**src/rtl/ram_arbiter.sv**
```systemverilog
// ram_arbiter: round-robin sharing of one RAM port between instruction fetch and load/store
module ram_arbiter #(
   parameter int ADDR_WIDTH = 16,
   parameter int DATA_WIDTH = 8,
   parameter int RD_LATENCY = 1
) (
   input  logic                  clka,
   input  logic                  rst,
   input  logic                  f_req,
   input  logic [ADDR_WIDTH-1:0] f_addr,
   output logic                  f_ack,
   output logic [DATA_WIDTH-1:0] f_rdata,
   input  logic                  d_req,
   input  logic                  d_we,
   input  logic [ADDR_WIDTH-1:0] d_addr,
   input  logic [DATA_WIDTH-1:0] d_wdata,
   output logic                  d_ack,
   output logic [DATA_WIDTH-1:0] d_rdata,
   output logic                  ram_en,
   output logic                  ram_we,
   output logic [ADDR_WIDTH-1:0] ram_addr,
   output logic [DATA_WIDTH-1:0] ram_din,
   input  logic [DATA_WIDTH-1:0] ram_dout
);
   typedef enum logic [1:0] {IDLE, ISSUE, WAIT, RESP} state_t;
   state_t state, next;
   logic [1:0] cnt;
   logic owner, last_grant, any, pick_d;
   // state register
   always_ff @(posedge clka)
      state <= rst ? IDLE : next;
   // arbitration and next state; on a tie the side not served last wins
   always_comb begin
      any = f_req | d_req;
      pick_d = d_req & (~f_req | ~last_grant);
      next = state;
      case (state)
         IDLE:    next = any ? ISSUE : IDLE;
         ISSUE:   next = ram_we ? RESP : WAIT;
         WAIT:    next = (cnt == 2'd0) ? RESP : WAIT;
         default: next = IDLE;
      endcase
   end
   // registered RAM controls, latency counter, read data capture and acks
   always_ff @(posedge clka) begin
      if (rst) begin
         owner <= 1'b0;
         last_grant <= 1'b1;
         cnt <= 2'd0;
         ram_en <= 1'b0;
         ram_we <= 1'b0;
         ram_addr <= '0;
         ram_din <= '0;
         f_rdata <= '0;
         d_rdata <= '0;
         f_ack <= 1'b0;
         d_ack <= 1'b0;
      end else begin
         if (state == IDLE && any) begin
            owner <= pick_d;
            last_grant <= pick_d;
            ram_en <= 1'b1;
            ram_we <= pick_d & d_we;
            ram_addr <= pick_d ? d_addr : f_addr;
            if (pick_d) ram_din <= d_wdata;
         end
         if (state == ISSUE) begin
            ram_en <= 1'b0;
            ram_we <= 1'b0;
            cnt <= 2'(RD_LATENCY - 1);
         end
         if (state == WAIT) begin
            cnt <= cnt - 2'd1;
            if (cnt == 2'd0 && owner) d_rdata <= ram_dout;
            if (cnt == 2'd0 && !owner) f_rdata <= ram_dout;
         end
         f_ack <= (next == RESP) & ~owner;
         d_ack <= (next == RESP) & owner;
      end
   end
endmodule
```
**config.mk**
```make
export PLATFORM = sky130hd
export DESIGN_NAME = ram_arbiter
export DESIGN_NICKNAME = d
export VERILOG_FILES = /design/src/rtl/ram_arbiter.sv
export SDC_FILE = /design/constraint.sdc
export NUM_CORES = 1
export LEC_CHECK = 0
export BUFFER_PORTS_ARGS = -buffer_cell sky130_fd_sc_hd__buf_2
export CAP_MARGIN = 20
export CORE_MARGIN = 2
export CORE_UTILIZATION = 46
export DETAILED_ROUTE_END_ITERATION = 7
export GPL_ROUTABILITY_DRIVEN = 0
export PLACE_DENSITY = 0.83
export SLEW_MARGIN = 20
export SYNTH_ARGS = -nofsm -noshare
export SYNTH_HDL_FRONTEND = slang
export SYNTH_SLANG_ARGS = --single-unit
export TNS_END_PERCENT = 30
```
**constraint.sdc**
```tcl
create_clock -name clka -period 1.7 [get_ports clka]
set_input_delay 0.255 -clock clka [delete_from_list [all_inputs] [get_ports clka]]
set_output_delay 0.255 -clock clka [all_outputs]
set_load 0.05 [all_outputs]
```
Word level (Yosys, flattened, before mapping)
Cells that the tools add are included.

Bits in registers: 50. Bits in latches: 0. RAM bits: 0. Memories kept: 0. Memory bits (read-only): 0. Bits of input ports: 53.

Bitwise gates (word level): 9. Reduce and logical (&&, ||, !) cells: 11. Multiply operators: 0. Equality and inequality tests: 3. Shifts and indexed selects: 0. Add/sub/neg operators: 1. Multiplexer cells: 7. $lt $le $gt $ge: 0. Div/mod/pow operators: 0.

Operator list (number): 16-bit 2-to-1 mux (1); 2-bit one-hot mux with 3 select lines (1); 2-bit AND reduction (3); 1-bit bitwise AND (4); 2-bit equality test, second input constant (2); 2-bit zero test (2); 2-bit 2-to-1 mux (2); 1-bit logical AND (3); 1-bit 2-to-1 mux (3); 1-bit NOT (3); 2-bit by 1-bit equality test with 1-bit output, second input constant (1); 1-bit OR (2); 2-bit nonzero test (1); 2-bit OR reduction (1); 2-bit by 1-bit subtractor with 2-bit output, second input constant (1); 1-bit zero test (1).

Depth between registers and ports, before layout
Depth after elaboration: 5. Gate-level depth with buffers: 7.

Worst setup path after synthesis
Ideal clock, no wire load.

Kind: reg2reg. Start: reg state[0]. End: reg ram_addr[10]. Data required time: 1555 ps. Setup time: 145 ps. Stages on the path, launching flop included: 8. Arrival: 1212 ps. Path slack: 344 ps. Path through: dfxtp_1 -> inv_1 -> ha_1 -> o21a_1 -> buf_4 -> buf_4 -> nor2_1 -> a211oi_2.

Cells in the longest elaborated chain, start to end: 2.

RTL lines: start, declared (line 26) `state_t state, next;`; start signal, assigned (line 31) `state <= rst ? IDLE : next;`; 2-bit zero test (line 59) `if (state == IDLE && any) begin`; 1-bit logical AND (line 59); end signal, assigned (line 64) `ram_addr <= pick_d ? d_addr : f_addr;`; end, declared (line 21) `output logic [ADDR_WIDTH-1:0] ram_addr,`.

No other way between the ends. A chain may end at the register's enable or synchronous reset.

Worst setup path after layout
Start: reg state[0]. End: reg ram_addr[3].

Same word-level chain as after synthesis.

==> impl_metrics.toml <==
[status]
status = "finished, final reports clean"

[die]
die_area_sq_mm = 0.00506
die_h_um = 71.1
coreArea_sq_mm = 0.00435
die_w_um = 71.1
io_pins = 97
initial_core_util_pct = 47.6
rows = 24

[clock_network]
cts.clk_slew.worst_paths_ps = 80
cts_root_buf = "clkbuf_8"
numCtsBuffers = 5
ctsLongestPathBuffers = 2
cts_sinks = 50
cts-hold-fix-buffers = 0
post_cts.repair.setup_buffers = 0
cts_resized = 0
ctsHtreeMaxLevel = 2
cts_tree = "yes"
clkLatencyLatePin_ps = 290

[timing]
fin_skew_ps = 4.64
rsz0062_at_grt = "no"
fin_crit_ps = 1480
fmax_mhz = 677
setup_viol = 0
slew_viol_final = 0
hold_viol = 0
fin_setup_tns_ps = 0
fin_crit_sh_pct = 86.9
max-slew-margin-rel_pct = 66.3
hold_slack_ps = 201
tightest_slew_ps = 503

[global_routing]
grt_pass1_vias = 1772
grt_usage_pct = 18.4
busiest_layer = "met2"
use_met1_pct = 23.5
use_met3_pct = 6.13
met2_usage_pct = 30.5
grt-ovfl-total = 0
grt_max_degree = 26
grt_pass1_wl_um = 7680
grt_antenna_before_repair = 0

[layout]
layout-drive-gt1-share_pct = 39.4
antenna_cells = 0
area_growth_pct = 31.2
stdcell_count = 369
fin_util_pct = 62.5
nets = 374
fill_cells = 399

[critical_path]
crit_fanout = 19
worstSetupEndpointType = "flop"
crit_family = "compound AO/OA/AOI/OAI gates"
path_class = "flop to flop"
path_buf_inv = 2
critPathArrivalTime_ps = 1680
required_ps = 1910
max_stage_delay_ps = 360
r2r_start = "state[0]$_SDFF_PP0_"
crit_path_start = "state[0]$_SDFF_PP0_"
worstPathCellList = "inv_1, ha_1, buf_4, o21ai_4, a21oi_1, a211oi_1"
crit_slowest_cell = "dfxtp_1"
start_kind = "flop"

[drt]
drc = 0
firstDrtPassIters = 4
drt-total-wl_um = 4660
post_drt_wl_per_cell_um = 12.6
drtIter0Drc = 84
post_drt_via_cell_ratio = 5.14
vias = 1897
ant_nets = 0

[logic_synthesis]
synth_edf_count = 0
synth_area_leader_cell = "dfxtp_1"
yosysUniqueCellTypes = 31
ys_top_cells_by_area = "dfxtp_1 48%, mux2i_1 7.7%, a21oi_1 6.3%"
netlist.area_leader.share_pct = 48.3
syn_area_sq_mm = 0.00207
ys_ff_latch = 50
ys.flop_type = "dfxtp_1"
syn_nets = 278
async_flop_share_pct = 0
synth.yosys.seq_area_share_pct = 48.3
yosysMostFrequentCell = "dfxtp_1"
ys_warn_count = 0
postSynthCellCount = 220
syn_area_per_cell_sq_um = 9.42
synth_common_cells = "50 x dfxtp_1, 34 x nor2_1, 26 x a21oi_1"

[min_path]
hp-class = "primary input to flop"
worstHoldStart = "f_addr[5]"

[placement]
dp_hpwl_um = 3430
place.port_buffers = 96
dp.cells = 361

[power]
p_leak_nw = 1.38
p_per_area_mw_per_mm2 = 1720
ir_worst_vdd_uv = 888

[job]
drv_cap = 0
[layer usage]
metal | up-vias | part of all wire (%)
met5 | - | 0
met4 | 0 | 0.45
met2 | 88 | 46
met1 | 851 | 44
met3 | 5 | 9.7
li1 | 953 | -
[tightest hold or removal path: stages]
cell and delay [ps]:
buf_2 90, nand2_1 50, a211oi_1 50
[kinds of logic (layout without fill, tap and decap cells)]
family | count (synthesis) | count (layout) | synth area share, %
compound gates | 59 | 59 | 21.0
buf+inv | 20 | 117 | 5.07
fa+ha+maj | 5 | 5 | 3.02
mux | 16 | 16 | 7.72
simple gates | 70 | 70 | 14.9
flops | 50 | 50 | 48.3
[stage by stage]
step / instance area, sq um / power [mW] / worst slack [ps]
3_3_place_gp: 2610 / 3.86 / 325
2_1_floorplan: 2070 / 3.39 / 344
4_1_cts: 2720 / 4.72 / 196
3_5_place_dp: 2610 / 3.91 / 230
6_report: 2720 / 4.67 / 223
5_1_grt: 2720 / 4.97 / 60.9
[cell usage in the layout (no fill, tap or decap), drive strengths merged, types with 2 or more instances in the layout]
cell    instances
nor2           34
nand2b          2
nand2          17
mux2i          16
o21ai          10
inv             6
nand3          10
a211oi         16
clkbuf          7
dfxtp          50
nor3            3
buf           103
a21oi          26
ha              5
[sequential cells by signal, indices dropped and copies added, names as in the netlist]
name        count
state           2
ram_addr       16
f_rdata         8
ram_en          1
cnt             2
last_grant      1
owner           1
ram_din         8
f_ack           1
d_ack           1
d_rdata         8
ram_we          1
[where the power goes]
part           total, mW  switching, mW  internal (mW)
combinational       2.29           1.59          0.693
clock              0.806          0.365          0.441
sequential          1.58          0.141           1.44
[worst paths after layout]
check,to,slack (ps),depth (start not counted)
worst min register to register,ram_din[5]$_SDFFE_PP0P_,470,2
worst max register to register,ram_addr[3]$_SDFFE_PP0P_,220,6
worst min-delay path,ram_addr[5]$_SDFFE_PP0P_,200,3
worst max-delay path,ram_addr[3]$_SDFFE_PP0P_,220,6
[layout make-up]
class	count	area, sq um	share of cell area, %
tap	52	65.1	2.39
timing repair buffer	103	558	20.5
sequential	50	1000	36.8
inverter	6	22.5	0.828
clock buffer	7	76.3	2.81
multi-input combinational	150	967	35.6
clock inverter	1	30.0	1.10
(Power assumes the default switching activity.)
